### src/rtl/bf_pkg.sv
// Shared definitions for the BF program loader and interpreter:
// opcode encodings, loader state encoding, error codes and word-packing helpers.
package bf_pkg;

   // 4-bit opcode encodings
   localparam logic [3:0] OP_PTR_INC  = 4'b0000;  // '>'
   localparam logic [3:0] OP_PTR_DEC  = 4'b0001;  // '<'
   localparam logic [3:0] OP_INC      = 4'b0010;  // '+'
   localparam logic [3:0] OP_DEC      = 4'b0011;  // '-'
   localparam logic [3:0] OP_OUT      = 4'b0100;  // '.'
   localparam logic [3:0] OP_IN       = 4'b0101;  // ','
   localparam logic [3:0] OP_LOOP_BEG = 4'b0110;  // '['
   localparam logic [3:0] OP_LOOP_END = 4'b0111;  // ']'
   localparam logic [3:0] OP_HALT     = 4'b1111;  // appended terminator / padding

   // Loader session states
   typedef enum logic [2:0] {
      ST_IDLE  = 3'd0,
      ST_LOAD  = 3'd1,
      ST_FLUSH = 3'd2,
      ST_DONE  = 3'd3,
      ST_ERROR = 3'd4
   } bf_ld_state_e;

   // Abort reasons reported on err_code
   localparam logic [1:0] ERR_NONE      = 2'b00;
   localparam logic [1:0] ERR_UNMATCHED = 2'b01;  // ']' with no open '['
   localparam logic [1:0] ERR_UNCLOSED  = 2'b10;  // '[' still open at terminator
   localparam logic [1:0] ERR_OVERFLOW  = 2'b11;  // code memory full

   // Place an opcode into a word slot; slot 0 is the most significant nibble.
   function automatic logic [15:0] put_slot(input logic [15:0] word,
                                            input logic [1:0]  slot,
                                            input logic [3:0]  op);
      logic [15:0] w;
      w = word;
      case (slot)
         2'd0:    w[15:12] = op;
         2'd1:    w[11:8]  = op;
         2'd2:    w[7:4]   = op;
         default: w[3:0]   = op;
      endcase
      return w;
   endfunction

   // Halt in the given slot and pad every later slot with halt.
   function automatic logic [15:0] halt_fill(input logic [15:0] word,
                                             input logic [1:0]  slot);
      logic [15:0] w;
      case (slot)
         2'd0:    w = 16'hFFFF;
         2'd1:    w = {word[15:12], 12'hFFF};
         2'd2:    w = {word[15:8], 8'hFF};
         default: w = {word[15:4], 4'hF};
      endcase
      return w;
   endfunction

endpackage

### src/rtl/bf_ascii_decode.sv
// Combinational ASCII-to-opcode decoder. Non-command bytes are reported as
// neither opcode nor terminator so the loader can drop them as comments.
module bf_ascii_decode
   import bf_pkg::*;
(
   input  logic [7:0] i_char,
   output logic [3:0] o_opcode,
   output logic       o_is_op,
   output logic       o_is_term
);

   // Map one source character to its opcode class
   always_comb begin
      o_opcode  = OP_HALT;
      o_is_op   = 1'b0;
      o_is_term = 1'b0;
      case (i_char)
         8'h3E: begin o_opcode = OP_PTR_INC;  o_is_op = 1'b1; end
         8'h3C: begin o_opcode = OP_PTR_DEC;  o_is_op = 1'b1; end
         8'h2B: begin o_opcode = OP_INC;      o_is_op = 1'b1; end
         8'h2D: begin o_opcode = OP_DEC;      o_is_op = 1'b1; end
         8'h2E: begin o_opcode = OP_OUT;      o_is_op = 1'b1; end
         8'h2C: begin o_opcode = OP_IN;       o_is_op = 1'b1; end
         8'h5B: begin o_opcode = OP_LOOP_BEG; o_is_op = 1'b1; end
         8'h5D: begin o_opcode = OP_LOOP_END; o_is_op = 1'b1; end
         8'h00: begin o_opcode = OP_HALT;     o_is_term = 1'b1; end
         8'h21: begin o_opcode = OP_HALT;     o_is_term = 1'b1; end
         default: begin
            o_opcode  = OP_HALT;
            o_is_op   = 1'b0;
            o_is_term = 1'b0;
         end
      endcase
   end

endmodule

### src/rtl/bf_program_loader.sv
// Streams ASCII BF source into code memory as packed 4-opcode words,
// checking bracket balance and memory capacity along the way.
module bf_program_loader
   import bf_pkg::*;
#(
   parameter int N = 8
)
(
   input  logic         clock,
   input  logic         reset_n,
   input  logic         start,
   input  logic [7:0]   in_data,
   input  logic         in_valid,
   output logic         in_ready,
   output logic         wr_en,
   output logic [N-3:0] wr_addr,
   output logic [15:0]  wr_data,
   output logic         busy,
   output logic         done,
   output logic         error,
   output logic [1:0]   err_code,
   output logic [N-1:0] length
);

   localparam logic [N-1:0] ONE_N  = {{(N-1){1'b0}}, 1'b1};
   localparam logic [N-3:0] ONE_A  = {{(N-3){1'b0}}, 1'b1};
   localparam logic [N-1:0] FULL_N = {N{1'b1}};

   bf_ld_state_e  r_state;
   logic          r_in_ready;
   logic          r_busy;
   logic          r_wr_en;
   logic [N-3:0]  r_addr;
   logic [15:0]   r_wr_data;
   logic [15:0]   r_buf;
   logic [N-1:0]  r_len;
   logic          r_full;     // all 2**N slots hold opcodes
   logic [N-1:0]  r_depth;
   logic          r_done;
   logic          r_error;
   logic [1:0]    r_err_code;

   logic [3:0]    w_opcode;
   logic          w_is_op;
   logic          w_is_term;
   logic          w_accept;
   logic [1:0]    w_slot;
   logic [15:0]   w_put;

   bf_ascii_decode u_decode (
      .i_char    (in_data),
      .o_opcode  (w_opcode),
      .o_is_op   (w_is_op),
      .o_is_term (w_is_term)
   );

   // Slot position follows directly from the opcode count
   assign w_accept = in_valid & r_in_ready;
   assign w_slot   = r_len[1:0];
   assign w_put    = put_slot(r_buf, w_slot, w_opcode);

   // Session FSM; every output is registered here
   always_ff @(posedge clock or negedge reset_n) begin
      if (!reset_n) begin
         r_state    <= ST_IDLE;
         r_in_ready <= 1'b0;
         r_busy     <= 1'b0;
         r_wr_en    <= 1'b0;
         r_addr     <= '0;
         r_wr_data  <= 16'h0000;
         r_buf      <= 16'h0000;
         r_len      <= '0;
         r_full     <= 1'b0;
         r_depth    <= '0;
         r_done     <= 1'b0;
         r_error    <= 1'b0;
         r_err_code <= ERR_NONE;
      end else begin
         r_wr_en <= 1'b0;
         // A word written last cycle advances the address
         if (r_wr_en) begin
            r_addr <= r_addr + ONE_A;
         end
         case (r_state)
            ST_IDLE, ST_DONE, ST_ERROR: begin
               if (start) begin
                  r_state    <= ST_LOAD;
                  r_in_ready <= 1'b1;
                  r_busy     <= 1'b1;
                  r_addr     <= '0;
                  r_buf      <= 16'h0000;
                  r_len      <= '0;
                  r_full     <= 1'b0;
                  r_depth    <= '0;
                  r_done     <= 1'b0;
                  r_error    <= 1'b0;
                  r_err_code <= ERR_NONE;
               end
            end
            ST_LOAD: begin
               if (w_accept && (w_is_op || w_is_term)) begin
                  if (r_full) begin
                     // No slot left for an opcode or the halt
                     r_state    <= ST_ERROR;
                     r_in_ready <= 1'b0;
                     r_busy     <= 1'b0;
                     r_error    <= 1'b1;
                     r_err_code <= ERR_OVERFLOW;
                  end else if (w_is_term) begin
                     r_buf      <= halt_fill(r_buf, w_slot);
                     r_state    <= ST_FLUSH;
                     r_in_ready <= 1'b0;
                  end else if ((w_opcode == OP_LOOP_END) && (r_depth == '0)) begin
                     r_state    <= ST_ERROR;
                     r_in_ready <= 1'b0;
                     r_busy     <= 1'b0;
                     r_error    <= 1'b1;
                     r_err_code <= ERR_UNMATCHED;
                  end else begin
                     r_buf <= w_put;
                     // Length saturates; the last slot is tracked by r_full
                     if (r_len == FULL_N) begin
                        r_full <= 1'b1;
                     end else begin
                        r_len <= r_len + ONE_N;
                     end
                     if (w_opcode == OP_LOOP_BEG) begin
                        r_depth <= r_depth + ONE_N;
                     end else if (w_opcode == OP_LOOP_END) begin
                        r_depth <= r_depth - ONE_N;
                     end
                     if (w_slot == 2'd3) begin
                        r_wr_en   <= 1'b1;
                        r_wr_data <= w_put;
                     end
                  end
               end
            end
            ST_FLUSH: begin
               // Final (halt-padded) word goes out exactly once
               r_wr_en   <= 1'b1;
               r_wr_data <= r_buf;
               r_busy    <= 1'b0;
               if (r_depth == '0) begin
                  r_state <= ST_DONE;
                  r_done  <= 1'b1;
               end else begin
                  r_state    <= ST_ERROR;
                  r_error    <= 1'b1;
                  r_err_code <= ERR_UNCLOSED;
               end
            end
            default: begin
               r_state    <= ST_IDLE;
               r_in_ready <= 1'b0;
               r_busy     <= 1'b0;
            end
         endcase
      end
   end

   assign in_ready = r_in_ready;
   assign wr_en    = r_wr_en;
   assign wr_addr  = r_addr;
   assign wr_data  = r_wr_data;
   assign busy     = r_busy;
   assign done     = r_done;
   assign error    = r_error;
   assign err_code = r_err_code;
   assign length   = r_len;

endmodule

### config.mk
export PLATFORM = sky130hd
export DESIGN_NAME = bf_program_loader
export DESIGN_NICKNAME = d
export VERILOG_FILES = /design/src/rtl/bf_pkg.sv /design/src/rtl/bf_ascii_decode.sv /design/src/rtl/bf_program_loader.sv
export SDC_FILE = /design/constraint.sdc
export NUM_CORES = 1
export LEC_CHECK = 0
export ABC_AREA = 1
export ABC_CLOCK_PERIOD_IN_PS = 2050
export CAP_MARGIN = 15
export CORE_MARGIN = 5
export CORE_UTILIZATION = 32
export DETAILED_ROUTE_END_ITERATION = 16
export GPL_TIMING_DRIVEN = 0
export PLACE_DENSITY_LB_ADDON = 0.1
export SYNTH_ARGS = -nofsm -noshare
export SYNTH_HDL_FRONTEND = slang
export SYNTH_SLANG_ARGS = --single-unit
### constraint.sdc
create_clock -name clock -period 2.05 [get_ports clock]
set_input_delay 0.3075 -clock clock [delete_from_list [all_inputs] [get_ports clock]]
set_output_delay 0.3075 -clock clock [all_outputs]
set_load 0.02 [all_outputs]
### After elaboration in Yosys (flattened, before gate mapping)

Cells that the tools add are included.

| operators by class | value |
|---|---|
| $add $sub $neg | 4 |
| multipliers | 0 |
| div/mod/pow operators | 0 |
| magnitude comparators | 0 |
| equality and inequality tests | 38 |
| shifts and indexed selects | 0 |
| muxes and demuxes | 82 |
| bitwise operators | 2 |
| reduce and logical (&&, ||, !) cells | 28 |

Operators by type and width:

| cell | count |
|---|---|
| 2-to-1 mux 16 bit | 10 |
| 2-to-1 mux 8 bit | 12 |
| case mux 16 bit (2 select lines) | 2 |
| equality test 8 x 6 -> 1 bit, second input constant | 7 |
| case mux 16 bit (3 select lines) | 1 |
| case mux 4 bit (8 select lines) | 1 |
| case mux 8 bit (2 select lines) | 2 |
| 2-to-1 mux 1 bit | 27 |
| AND reduction 7 bit | 3 |
| 2-to-1 mux 3 bit | 6 |
| 2-to-1 mux 6 bit | 3 |
| != test 2 bit, second input constant | 9 |
| != test 3 bit, second input constant | 6 |
| AND reduction 6 bit | 3 |
| adder 8 x 1 -> 8 bit, second input constant | 2 |
| equality test 8 x 7 -> 1 bit, second input constant | 2 |
| zero test 8 bit | 2 |
| 2-to-1 mux 4 bit | 4 |
| 2-to-1 mux 2 bit | 6 |
| case mux 3 bit (3 select lines) | 1 |
| AND reduction 3 bit | 3 |
| equality test 4 x 3 -> 1 bit, second input constant | 2 |
| equality test 8 bit, second input constant | 1 |
| case mux 1 bit (2 select lines) | 4 |
| other kinds (27) | 35 |

| word-level totals | value |
|---|---|
| register bits after elaboration | 65 |
| latch bits | 0 |
| memory bits (writable) | 0 |
| bits in read-only memories | 0 |
| bits of input ports | 12 |
| output and inout port bits | 37 |
| word-level logic and storage cells | 170 |
| memories | 0 |

### Depth between registers and ports, before layout

| depth | value |
|---|---|
| depth after elaboration | 10 |
| gate-level depth with buffers | 14 |
| gate-level depth less buffers | 14 |

### Hierarchy

From an unflattened synthesis, not the netlist that was laid out.

| second synthesis, totals | value |
|---|---|
| cells, all modules | 597 |
| area total of the unflattened synthesis | 4,172.8 um^2 |

Modules (own cells, without submodules):

| module | times used | cells each | area each (um^2) | sequential area each (um^2) |
|---|---|---|---|---|
| bf_program_loader | 1 | 542 | 3,903.7 | 1,626.6 |
| bf_ascii_decode | 1 | 55 | 269.0 | 0.0 |

### Least setup slack after synthesis

No wires, ideal clock.

| timing path | value |
|---|---|
| path kind | input -> register |
| start | input port in_data[5] |
| end | register r_depth[5] |
| setup time | 0.117 ns |
| data arrival time | 1.719 ns |
| data required time | 1.933 ns |
| path slack | 0.214 ns |
| stages | 14 |
| path buffers | 0 |
| cells stage by stage | inv_1 -> nand2_2 -> nor2_2 -> nand2_2 -> ha_1 -> nand3_1 -> a21oi_1 -> nor2_1 -> o21bai_1 -> nand2_1 -> nand2_1 -> nor2_1 -> nand3_1 -> nand2_1 |

| between the ends | value |
|---|---|
| cells in the longest elaborated chain, start to end | 9 |
| elaborated cells on any way between the ends | 31 |
| classes of those cells | 15 x eq/ne; 9 x mux; 7 x reduce/logical |

RTL lines:

| item | line | text |
|---|---|---|
| start, declared | bf_program_loader.sv:12 | `input logic [7:0] in_data,` |
| equality test 8 x 7 -> 1 bit or equality test 8 x 6 -> 1 bit (tied branches) | bf_ascii_decode.sv:17 | `case (i_char)` |
| case mux 4 bit (8 select lines) | bf_ascii_decode.sv:17 |  |
| equality test 4 x 3 -> 1 bit | bf_program_loader.sv:127 | `if (w_opcode == OP_LOOP_BEG) begin` |
| 2-to-1 mux 8 bit | bf_program_loader.sv:127 |  |
| 2-to-1 mux 8 bit | bf_program_loader.sv:113 | `end else if ((w_opcode == OP_LOOP_END) && (r_depth == '0)) begin` |
| 2-to-1 mux 8 bit | bf_program_loader.sv:109 | `end else if (w_is_term) begin` |
| 2-to-1 mux 8 bit | bf_program_loader.sv:102 | `if (r_full) begin` |
| 2-to-1 mux 8 bit | bf_program_loader.sv:101 | `if (w_accept && (w_is_op \|\| w_is_term)) begin` |
| case mux 8 bit (2 select lines) | bf_program_loader.sv:84 | `case (r_state)` |
| end signal, assigned | bf_program_loader.sv:128 | `r_depth <= r_depth + ONE_N;` |
| end signal, assigned | bf_program_loader.sv:130 | `r_depth <= r_depth - ONE_N;` |
| end, declared | bf_program_loader.sv:38 | `logic [N-1:0] r_depth;` |

Several ways; a longest one is shown, not always the timed one. The select of a mux whose other input is x is not followed.
A chain may end at the register's enable or synchronous reset.

### Worst setup path in the final report

| timing path | value |
|---|---|
| start | input port in_data[7] |
| end | register r_depth[5] |

The elaborated chain is that of the path after synthesis.

==> results.md <==
* CP Max Fanout at 5
* Core Area at 13,200 um2
* Setup ws final at 118 ps
* Post-synth top area cell: dfrtp_1
* Chip height at 126 um
* Synth Warn # at 0
* Clk_lat worst skew at 330 ps
* Post-Layout Cell Count at 861
* Vias/cell at 4.77
* Gpl congestion at 0.864
* Yosys top cell area share at 0.380
* Total global-route track usage at 0.159
* GR Layer Usage met3 at 0.0402
* Final Hold Viols at 0
* Worst-path clk slew at 50 ps
* Largest cells by area after synthesis: dfrtp_1 (38%), nand2_1 (20%), nand3_1 (5.8%)
* Crit start category: input pin
* # setup viols final at 0
* Setup TNS Final at 0 ps
* Row Count at 42
* GR Overflow Total at 0
* Run status: finished clean
* DR WL/cell at 14.0 um
* Slew Limit Fails at 0
* DP HPWL at 8560 um
* RSZ-0062 raised after global routing: yes
* Mapped Area at 4280 um2
* LEAKAGE at 2.84 nW
* Cell breakdown of the critical path: dlygate4sd2_1 -> inv_2 -> nand2_2 -> nor2_4 -> nand2_4 -> ha_4 -> nand3_1 -> a21oi_2 -> nor2_1 -> o21bai_1 -> nand2_1 -> nand2_1 -> nor2_1 -> nand3_1 -> nand2_1
* Commonest non-fill, non-tap cells in the layout: nand2_1 (228), dfrtp_1 (62), nor2_1 (56)
* Clk sinks at 65
* Post-route cell area at 5490 um2
* Die X at 126 um
* Cell count after synthesis at 617
* Vias at 4,103
* Period utilization at 0.942
* Diodes inserted at 0
* Iteration-0 DRC Markers at 264
* Final Power at 0.00795 W
* Peak Freq at 518 MHz
* Pwr Density at 1450 nW/um2
* Initial antenna violation count at 0
* Distinct cell type count after synthesis at 38
* Busiest layer in global routing: met2
* Crit-path most repeated cell: nand2_1
* Routing usage on met1 at 0.209
* Max Buffers Root-to-Sink at 2
* Placed cell count at 841
* Global-route wire length before repair at 20,400 um
* Final WL at 12,100 um
* Max-cap viol count at 0
* Sequential share of the synthesized area at 0.380
* Met2 usage at 0.260
* NumNets Final at 705
* CTS tree: done
* PortBufs at 48
* Starting Density at 0.325
* Worst-margin pin slew at 864 ps
* Vias in the first global route at 4,019
* DP Area at 4980 um2
* Root buffer cell: clkbuf_16
* Number of routed nets with antenna violations at 0
* Slowest CP cell: ha_4
* Syn avg cell area at 6.94 um2
* Worst slack, placed at -576 ps
* Mapped Nets at 642
* Setup Skew at 6.30 ps
* WP data arrival at 2160 ps
* CTS H-tree depth at 3
* Data required time of the worst path at 2280 ps
* Slew HR at 0.424
* Most common cell after layout, fill and taps aside: nand2_1
* Area Growth Syn to Fin at 28.3%
* Largest net degree at the start of global routing at 66
* Cts bufs inserted at 9
* Final Critical Period at 1930 ps
* # DRC at 0
* First-pass iteration count of the detailed router at 4
* I/O pin count at 49
* Maximum vdd drop at 0.000512 V
* Share of cells above drive strength 1 at 0.149
* CP endpoint kind: flop
* Die ar. at 15,800 um2
* Crit Path Class: in2reg
* #FFs+latches synth at 65
* Post-CTS Hold Buffers at 0
* Hold Crit Class: in2async
* Slowest stage delay, CP at 310 ps
cell usage after synthesis (all sizes together):
library cell	instances
nand2	237
nor2	75
dfrtp	65
inv	58
nand3	55
o21ai	31
a21oi	19
ha	12
buf	10
nor3	8
clkbuf	7
xor2	7
nand4	6
or2	6
a31oi	5
o211ai	4
xnor2	4
nor3b	2
a211oi	1
and3	1
fa	1
nor4	1
o21bai	1
o31ai	1
cells by family after synthesis:
| kind of cell | share of synthesized area |
|---|---|
| adders and majority gates | 0.0398 |
| DFF | 0.380 |
| xor gates and xnor gates | 0.0225 |
| AOI/OAI and AO/OA | 0.0789 |
| and+or+nand+nor | 0.404 |
| buffers and inverters | 0.0751 |
sequential cells by signal (all words and copies together) (netlist names), 2 cells and up:
name / count
err_code: 2
length: 8
r_buf: 16
r_depth: 8
r_state: 3
wr_addr: 6
wr_data: 16
metrics by stage:
step                 util  hold slack [ps]
floorplan               -             11.9
global placement    0.378              454
detailed placement  0.377              458
CTS                 0.408              123
global route        0.416              170
finish              0.416             88.0
worst paths after layout:
kind                       startpoint          to  slack, ps  cells past startpoint
hold / removal                reset_n  wr_addr[5]         90                      1
setup / recovery           in_data[7]  r_depth[5]        120                     15
max in group asynchronous     reset_n   length[0]       1340                      1
hold reg to reg            wr_data[9]  wr_data[9]        470                      2
min in group clock         wr_data[9]  wr_data[9]        470                      2
setup reg to reg           r_state[0]  wr_data[3]        160                     11
routing by layer:
metal,vias up,part of all wire
met2,78,0.47
met5,-,0
met4,0,0.0092
li1,2096,-
met1,1920,0.48
met3,9,0.040
cell type report:
| cell class | count | area, um2 |
|---|---|---|
| inverters | 58 | 226 |
| fillers | 1387 | 7700 |
| clock buffers | 13 | 260 |
| plain buffers | 15 | 103 |
| clock inverters | 3 | 15.0 |
| repair buffers | 53 | 522 |
| multi-input cells | 478 | 2520 |
| flip-flops and latches | 65 | 1630 |
| well taps | 176 | 220 |
power by group:
part / switching (W) / internal [W] / total [W]
Combinational: 0.00278 / 0.00168 / 0.00446
Clock: 0.000544 / 0.000878 / 0.00142
Sequential: 0.000343 / 0.00172 / 0.00206
Total: 0.00367 / 0.00428 / 0.00795
timing repair:
action | 4_1_cts | 5_1_grt
pin swaps | 3 | 10
setup endpoints to repair | 49 | 55
buffers inserted | 0 | 5
resized for setup | 29 | 26
gates cloned | 1 | 0
worst max-delay path: cells and delay by family:
family	cells	cell delay, ps
AO/OA/AOI/OAI	2	370
adder cells (fa/ha/maj)	1	310
AND/OR/NAND/NOR	10	830
buffers and inverters	2	340
No activity file was read; power rests on OpenSTA's default activity.
